--- src/rtl/multicycle_ctrl_pkg.sv ---
// ctrl_pkg: shared state, class and field encodings for the RV32I multi-cycle sequencer
package ctrl_pkg;
    typedef enum logic [2:0] {IDLE, FETCH, DECODE, EXEC, MEM, WB, TRAP} state_t;
    typedef enum logic [2:0] {R_ALU, I_ALU, LOAD, STORE, BRANCH, ILLEGAL} instr_class_t;
    localparam logic [6:0] OP_R      = 7'b0110011;
    localparam logic [6:0] OP_IMM    = 7'b0010011;
    localparam logic [6:0] OP_LOAD   = 7'b0000011;
    localparam logic [6:0] OP_STORE  = 7'b0100011;
    localparam logic [6:0] OP_BRANCH = 7'b1100011;
    localparam logic [2:0] F3_ADD    = 3'b000;
    localparam logic [2:0] F3_WORD   = 3'b010;
    localparam logic [2:0] F3_BEQ    = 3'b000;
    localparam logic [2:0] F3_BNE    = 3'b001;
    localparam logic [6:0] F7_ADD    = 7'b0000000;
    localparam logic [6:0] F7_SUB    = 7'b0100000;
    localparam logic [2:0] ALU_ADD   = 3'b000;
    localparam logic [2:0] ALU_SUB   = 3'b001;
    localparam logic [1:0] IMM_I     = 2'b00;
    localparam logic [1:0] IMM_S     = 2'b01;
    localparam logic [1:0] IMM_B     = 2'b10;
    localparam logic [1:0] CAUSE_NONE    = 2'b00;
    localparam logic [1:0] CAUSE_ILLEGAL = 2'b01;
    localparam logic [1:0] CAUSE_TIMEOUT = 2'b10;
    localparam logic [31:0] NOP      = 32'h00000013;
endpackage

--- src/rtl/multicycle_ctrl_if.sv ---
// multicycle_ctrl_if: memory handshakes and datapath control lines between sequencer and datapath
interface multicycle_ctrl_if #(parameter int DATA_WIDTH = 32);
    logic [DATA_WIDTH-1:0] instr;
    logic                  imem_req;
    logic                  imem_ack;
    logic                  dmem_req;
    logic                  dmem_we;
    logic                  dmem_ack;
    logic                  EQ;
    logic                  PCwrite;
    logic                  PCsrc;
    logic                  RegWrite;
    logic [2:0]            ALUctrl;
    logic                  ALUsrc;
    logic [1:0]            ImmSrc;
    logic                  ResultSrc;
    logic [DATA_WIDTH-1:0] ir_q;
    logic                  trap;
    logic [1:0]            trap_cause;
    modport master (
        input  instr, imem_ack, dmem_ack, EQ,
        output imem_req, dmem_req, dmem_we, PCwrite, PCsrc, RegWrite,
               ALUctrl, ALUsrc, ImmSrc, ResultSrc, ir_q, trap, trap_cause
    );
    modport slave (
        output instr, imem_ack, dmem_ack, EQ,
        input  imem_req, dmem_req, dmem_we, PCwrite, PCsrc, RegWrite,
               ALUctrl, ALUsrc, ImmSrc, ResultSrc, ir_q, trap, trap_cause
    );
endinterface

--- src/rtl/multicycle_ctrl_decoder.sv ---
// ctrl_decoder: classifies the latched instruction and derives its static datapath fields
module ctrl_decoder
    import ctrl_pkg::*;
(
    input  logic [6:0]   op,
    input  logic [2:0]   f3,
    input  logic [6:0]   f7,
    output instr_class_t cls,
    output logic [2:0]   alu_ctrl,
    output logic         alu_src,
    output logic [1:0]   imm_src,
    output logic         result_src,
    output logic         br_ne
);
    // illegal encodings fall through to ILLEGAL and leave every field at 0
    always_comb begin
        cls = ILLEGAL;
        if (op == OP_R && f3 == F3_ADD && (f7 == F7_ADD || f7 == F7_SUB)) cls = R_ALU;
        else if (op == OP_IMM && f3 == F3_ADD) cls = I_ALU;
        else if (op == OP_LOAD && f3 == F3_WORD) cls = LOAD;
        else if (op == OP_STORE && f3 == F3_WORD) cls = STORE;
        else if (op == OP_BRANCH && (f3 == F3_BEQ || f3 == F3_BNE)) cls = BRANCH;
        alu_ctrl   = ((cls == R_ALU && f7 == F7_SUB) || cls == BRANCH) ? ALU_SUB : ALU_ADD;
        alu_src    = cls inside {I_ALU, LOAD, STORE};
        imm_src    = cls == STORE ? IMM_S : cls == BRANCH ? IMM_B : IMM_I;
        result_src = cls == LOAD;
        br_ne      = cls == BRANCH && f3 == F3_BNE;
    end
endmodule

--- src/rtl/multicycle_ctrl.sv ---
// multicycle_ctrl: FSM sequencing fetch/decode/exec/mem/wb with wait-timeout and illegal-opcode traps
module multicycle_ctrl
    import ctrl_pkg::*;
#(
    parameter int DATA_WIDTH = 32,
    parameter int MAX_WAIT   = 15
) (
    input logic clk,
    input logic rst_n,
    multicycle_ctrl_if.master bus
);
    state_t                state, state_nx;
    logic [DATA_WIDTH-1:0] ir;
    logic [7:0]            cnt;
    logic [1:0]            cause;
    instr_class_t          cls;
    logic [2:0]            alu_ctrl;
    logic                  alu_src;
    logic [1:0]            imm_src;
    logic                  result_src;
    logic                  br_ne;
    logic                  waiting;
    logic                  ack;
    logic                  timeout;
    logic                  fields;

    ctrl_decoder u_dec (
        .op(ir[6:0]),
        .f3(ir[14:12]),
        .f7(ir[31:25]),
        .cls(cls),
        .alu_ctrl(alu_ctrl),
        .alu_src(alu_src),
        .imm_src(imm_src),
        .result_src(result_src),
        .br_ne(br_ne)
    );

    // the ack that matters is the one for the request this state is issuing; an ack on the last allowed cycle beats the timeout
    always_comb begin
        waiting = state == FETCH || state == MEM;
        ack     = state == FETCH ? bus.imem_ack : bus.dmem_ack;
        timeout = waiting && !ack && cnt == 8'(MAX_WAIT - 1);
    end

    // state register; reset overrides every transition including TRAP
    always_ff @(posedge clk) begin
        state <= !rst_n ? IDLE : state_nx;
    end

    // next-state logic
    always_comb begin
        state_nx = state;
        unique case (state)
            IDLE:    state_nx = FETCH;
            FETCH:   state_nx = bus.imem_ack ? DECODE : timeout ? TRAP : FETCH;
            DECODE:  state_nx = cls == ILLEGAL ? TRAP : EXEC;
            EXEC:    state_nx = cls inside {LOAD, STORE} ? MEM : cls == BRANCH ? FETCH : WB;
            MEM:     state_nx = bus.dmem_ack ? (cls == LOAD ? WB : FETCH) : timeout ? TRAP : MEM;
            WB:      state_nx = FETCH;
            TRAP:    state_nx = TRAP;
            default: state_nx = IDLE;
        endcase
    end

    // IR capture, wait counter (restarts whenever a new request state is entered) and trap cause
    always_ff @(posedge clk) begin
        if (!rst_n) begin
            ir    <= DATA_WIDTH'(NOP);
            cnt   <= '0;
            cause <= CAUSE_NONE;
        end else begin
            if (state == FETCH && bus.imem_ack) ir <= bus.instr;
            cnt <= (waiting && !ack && state_nx == state) ? cnt + 8'd1 : '0;
            if (state_nx == TRAP && state != TRAP) cause <= state == DECODE ? CAUSE_ILLEGAL : CAUSE_TIMEOUT;
        end
    end

    // control outputs from registered state and IR; only EQ and dmem_ack reach outputs combinationally
    always_comb begin
        fields         = state inside {DECODE, EXEC, MEM, WB};
        bus.imem_req   = state == FETCH;
        bus.dmem_req   = state == MEM;
        bus.dmem_we    = state == MEM && cls == STORE;
        bus.PCwrite    = (state == EXEC && cls == BRANCH) || (state == MEM && cls == STORE && bus.dmem_ack) || state == WB;
        bus.PCsrc      = state == EXEC && cls == BRANCH && (br_ne ? !bus.EQ : bus.EQ);
        bus.RegWrite   = state == WB;
        bus.ALUctrl    = fields ? alu_ctrl : ALU_ADD;
        bus.ALUsrc     = fields && alu_src;
        bus.ImmSrc     = fields ? imm_src : IMM_I;
        bus.ResultSrc  = fields && result_src;
        bus.ir_q       = ir;
        bus.trap       = state == TRAP;
        bus.trap_cause = cause;
    end
endmodule

--- src/flat_wrapper.sv ---
// flat-port wrapper written by rule: the top's interface ports become plain ports
module multicycle_ctrl_flat import ctrl_pkg::*;
#(
    parameter int DATA_WIDTH = 32,
    parameter int MAX_WAIT   = 15
)
  (clk, rst_n, bus_instr, bus_imem_ack, bus_dmem_ack, bus_EQ, bus_imem_req, bus_dmem_req, bus_dmem_we, bus_PCwrite, bus_PCsrc, bus_RegWrite, bus_ALUctrl, bus_ALUsrc, bus_ImmSrc, bus_ResultSrc, bus_ir_q, bus_trap, bus_trap_cause);
  multicycle_ctrl_if #(.DATA_WIDTH(DATA_WIDTH)) bus_i ();
  input logic clk;
  input logic rst_n;
  input wire logic [$bits(bus_i.instr)-1:0] bus_instr;
  input wire logic [$bits(bus_i.imem_ack)-1:0] bus_imem_ack;
  input wire logic [$bits(bus_i.dmem_ack)-1:0] bus_dmem_ack;
  input wire logic [$bits(bus_i.EQ)-1:0] bus_EQ;
  output wire logic [$bits(bus_i.imem_req)-1:0] bus_imem_req;
  output wire logic [$bits(bus_i.dmem_req)-1:0] bus_dmem_req;
  output wire logic [$bits(bus_i.dmem_we)-1:0] bus_dmem_we;
  output wire logic [$bits(bus_i.PCwrite)-1:0] bus_PCwrite;
  output wire logic [$bits(bus_i.PCsrc)-1:0] bus_PCsrc;
  output wire logic [$bits(bus_i.RegWrite)-1:0] bus_RegWrite;
  output wire logic [$bits(bus_i.ALUctrl)-1:0] bus_ALUctrl;
  output wire logic [$bits(bus_i.ALUsrc)-1:0] bus_ALUsrc;
  output wire logic [$bits(bus_i.ImmSrc)-1:0] bus_ImmSrc;
  output wire logic [$bits(bus_i.ResultSrc)-1:0] bus_ResultSrc;
  output wire logic [$bits(bus_i.ir_q)-1:0] bus_ir_q;
  output wire logic [$bits(bus_i.trap)-1:0] bus_trap;
  output wire logic [$bits(bus_i.trap_cause)-1:0] bus_trap_cause;
  assign bus_i.instr = bus_instr;
  assign bus_i.imem_ack = bus_imem_ack;
  assign bus_i.dmem_ack = bus_dmem_ack;
  assign bus_i.EQ = bus_EQ;
  assign bus_imem_req = bus_i.imem_req;
  assign bus_dmem_req = bus_i.dmem_req;
  assign bus_dmem_we = bus_i.dmem_we;
  assign bus_PCwrite = bus_i.PCwrite;
  assign bus_PCsrc = bus_i.PCsrc;
  assign bus_RegWrite = bus_i.RegWrite;
  assign bus_ALUctrl = bus_i.ALUctrl;
  assign bus_ALUsrc = bus_i.ALUsrc;
  assign bus_ImmSrc = bus_i.ImmSrc;
  assign bus_ResultSrc = bus_i.ResultSrc;
  assign bus_ir_q = bus_i.ir_q;
  assign bus_trap = bus_i.trap;
  assign bus_trap_cause = bus_i.trap_cause;
  multicycle_ctrl #(.DATA_WIDTH(DATA_WIDTH), .MAX_WAIT(MAX_WAIT)) u_core (.clk(clk), .rst_n(rst_n), .bus(bus_i));
endmodule
--- config.mk ---
export PLATFORM = sky130hd
export DESIGN_NAME = multicycle_ctrl_flat
export DESIGN_NICKNAME = d
export VERILOG_FILES = /design/src/rtl/multicycle_ctrl_pkg.sv /design/src/rtl/multicycle_ctrl_if.sv /design/src/rtl/multicycle_ctrl_decoder.sv /design/src/rtl/multicycle_ctrl.sv /design/src/flat_wrapper.sv
export SDC_FILE = /design/constraint.sdc
export NUM_CORES = 1
export LEC_CHECK = 0
export ABC_CLOCK_PERIOD_IN_PS = 2600
export BUFFER_PORTS_ARGS = -buffer_cell sky130_fd_sc_hd__buf_2
export CAP_MARGIN = 20
export CORE_AREA = 2 2 67 69
export CTS_BUF_LIST = sky130_fd_sc_hd__clkbuf_16
export CTS_CLUSTER_DIAMETER = 60
export DETAILED_ROUTE_END_ITERATION = 10
export DIE_AREA = 0 0 69 71
export GPL_TIMING_DRIVEN = 0
export MAX_ROUTING_LAYER = met4
export PLACE_DENSITY = 0.83
export SETUP_SLACK_MARGIN = 0.4
export SLEW_MARGIN = 0
export SYNTH_ARGS = -nofsm -noshare
export SYNTH_HDL_FRONTEND = slang
export SYNTH_SLANG_ARGS = --single-unit
export TNS_END_PERCENT = 100
--- constraint.sdc ---
create_clock -name clk -period 2.6 [get_ports clk]
set_input_delay 0.65 -clock clk [delete_from_list [all_inputs] [get_ports clk]]
set_output_delay 0.65 -clock clk [all_outputs]
set_load 0.01 [all_outputs]
==> flow_summary.yaml <==
sta:
  layout_worst_path_cycle_share: 0.8924
  timing.final.hold_violations: 0
  final-max-slew-violation-count: 0
  clock_skew_ns: 0.003774
  final.setup.tns_ns: 0
  finalWorstPathRequiredPeriod_ns: 2.320
  slew_headroom: 0.5145
  setup_viol: 0
  worstMarginPinSlew_ns: 0.7230
  grt_setup_unrepaired: "yes"
  fmax_ghz: 0.4310
route:
  detail_route.iter0.violations: 139
  detail_route.wirelength_um: 5464
  via_per_inst: 5.056
  wire_per_inst_um: 13.36
  count_of_nets_left_with_antenna_violations_after_detail_routing: 0
  remaining_drcs: 0
  detail_route.first_pass.iterations: 4
  vias: 2068
global_routing:
  via_count_of_the_first_global_routing_pass: 1953
  global_route.usage.met3: 0.04843
  overflow: 0
  global_route.usage.met2: 0.3675
  grt_antenna_before_repair: 0
  pin_count_of_the_biggest_net_entering_global_routing: 13
  grt_usage: 0.2241
  wire_length_of_the_first_global_routing_pass_um: 8694
  use_met1: 0.2667
  most_heavily_used_metal_layer_in_global_routing: "met2"
cts:
  clock_tree.htree_level_count: 2
  cts_tree: "done"
  clock_tree.buffer_depth: 2
  worstSkewPairLatency_ns: 0.29
  tritoncts.num_buffers: 5
  clk_root_buffer_cell: "clkbuf_16"
  cts.reportedPaths.clkPinSlew_ns: 0.06
  clock-sinks: 45
synth:
  post_synth_main_area_contributors: "dfxtp_1 43%, nand2_1 13%, a21boi_0 10%"
  syn_area_mm2: 0.002108
  top_count_cell_post_synth: "nand2_1"
  top_cells_by_count_synth: "75 x nand2_1, 45 x dfxtp_1, 28 x a21boi_0"
  synth-simple-area-share: 0.2979
  sequential_fraction_of_the_synthesis_area: 0.4273
  synth.ff_latch_count: 45
  postSynthAreaPerCell_um2: 8.268
  synth_xor_area_frac: 0.03323
  post_synth_num_cell_types: 45
  syn_inst: 255
  async_set_or_reset_register_ratio_after_synthesis: 0
  number_of_enable_flip_flop_cells_after_synthesis: 0
  yosys-mux-area-fraction: 0
  synth_top_area_share: 0.4273
  synth-warning-count: 0
  synth_top_cell_by_area: "dfxtp_1"
  post_synth_fa_ha_maj_area_fraction: 0.01187
  synth-compound-area-share: 0.1674
  top_reg_cell_synth: "dfxtp_1"
  synth_top_family_by_area: "simple AND/OR/NAND/NOR gates"
final_layout:
  num-nets-final: 395
  area_growth_syn_to_layout_pct: 38.16
  final-instance-count-excl-fill: 409
  post_route_cells_drive_above_1_share: 0.4034
  antenna_cells_inserted: 0
  fillerInstances: 335
floorplan:
  die_width_um: 69
  start_util: 0.5015
  placeableCoreArea_mm2: 0.004204
  dieArea_mm2: 0.004899
  floorplan.rows: 24
  ioPinCount: 85
  die_height_um: 71
placement:
  dp.final_hpwl_um: 3629
  routabilityCongestion: 0.8623
  place.port_buffers: 81
  post-place-cells: 389
setup_path:
  cp_slowest_cell: "dfxtp_2"
  crit_arrival_ns: 1.67
  worst_ep_required_time_ns: 1.95
  crit_path_max_incr_delay_ns: 0.32
  critical_path.endpoint_type: "output port"
  worstPathCellList: "and4bb_2 -> buf_4 -> nand4_1 -> nor3_2 -> buf_2"
  criticalPathCategory: "reg2out"
  critPathMaxFanout: 4
  critical_path.startpoint_type: "flop"
worst_hold_path:
  min_path_type: "reg2reg"
pwr:
  static-leakage-power_uw: 0.001339
  power_density_mw_per_mm2: 581.3
  peakVddDrop_v: 0.0004922
job:
  drv.max_cap_violation_count: 0
run_status:
  outcome: "finished clean"
## where the power goes
| group | switching (uW) | total, uW | internal, uW | leakage [uW] |
|---|---|---|---|---|
| clock network | 251 | 596 | 346 | 0.0000776 |
| logic | 180 | 334 | 155 | 0.000893 |
| registers | 32.8 | 763 | 730 | 0.000369 |
## state kept, by name, indices dropped and copies added, names as in the netlist
signal / cells
u_core.cnt: 8
u_core.state: 3
u_core.bus.ir_q: 32
u_core.bus.trap_cause: 2
## final timing paths
kind | startpoint | to | slack, ns | cells after the start
max | u_core.bus.ir_q[2] | bus_ResultSrc | 0.28 | 5
min reg2reg | u_core.bus.ir_q[21] | u_core.bus.ir_q[21] | 0.46 | 2
max reg2reg | u_core.bus.ir_q[31] | u_core.state[2] | 0.79 | 5
min | u_core.bus.ir_q[21] | u_core.bus.ir_q[21] | 0.46 | 2
## stage by stage
| step | worst slack [ns] | utilization | instance area, um^2 | power (uW) | hold WS [ns] |
|---|---|---|---|---|---|
| floorplan | 0.6267 | - | 2112 | 952.9 | 0.4373 |
| global placement | 0.4984 | 0.6143 | 2582 | 1050 | 0.4482 |
| detailed placement | 0.5187 | 0.6143 | 2582 | 1058 | 0.4525 |
| CTS | 0.3028 | 0.6548 | 2753 | 1646 | 0.4629 |
| global route | 0.1823 | 0.6929 | 2913 | 1762 | 0.4768 |
| finish | 0.2796 | 0.6929 | 2913 | 1693 | 0.4606 |
## final cells by class
cell class | instances | area [um^2] | area share
Buffer | 16 | 105.1 | 0.03608
Clock buffer | 5 | 125.1 | 0.04296
Clock inverter | 3 | 11.26 | 0.003866
Inverter | 6 | 22.52 | 0.007732
Multi-Input combinational cell | 189 | 1165 | 0.3999
Sequential cell | 45 | 913.4 | 0.3136
Tap cell | 52 | 65.06 | 0.02234
Timing Repair Buffer | 93 | 505.5 | 0.1735
## cell families after synthesis
family,after synthesis
buf+inv,22
fa+ha+maj,2
flops,45
other cells,1
xor+xnor,8
simple gates,130
compound gates,47
## layer usage
metal | wire [um] | up-vias
li1 | - | 1047
met1 | 2270 | 940
met2 | 2754 | 71
met3 | 302 | 10
met4 | 136 | 0
met5 | 0 | -
## placed cells by master (no fill, tap or decap), types with 2 or more instances in the layout
master	n
ha_1	2
dfxtp_2	7
a21boi_0	28
a21oi_2	3
dfxtp_1	37
nor2_1	16
o21ai_0	2
nor3_2	4
xnor2_1	3
nand4_1	3
nor2b_1	2
buf_4	15
o211a_1	2
a21oi_1	2
buf_2	88
clkbuf_1	2
and3_1	2
nor3_1	3
xor2_1	5
clkbuf_16	5
buf_6	2
nand3_1	6
conb_1	2
and2_1	2
nand2_4	2
inv_1	9
nand2_1	73
clkbuf_8	2
## critical path, delay by kind of cell, from the launching register on
kind          cells  cell delay (ns)
buf+inv           2             0.28
flops             1             0.32
simple gates      3             0.79
## repair_timing
action                     in CTS  in global routing
buffers inserted                3                  9
pin swaps                       0                  7
hold buffers                    0                  0
gates resized for setup         6                 23
setup endpoints to repair       5                  7
Power figures use the tool's default switching activity.
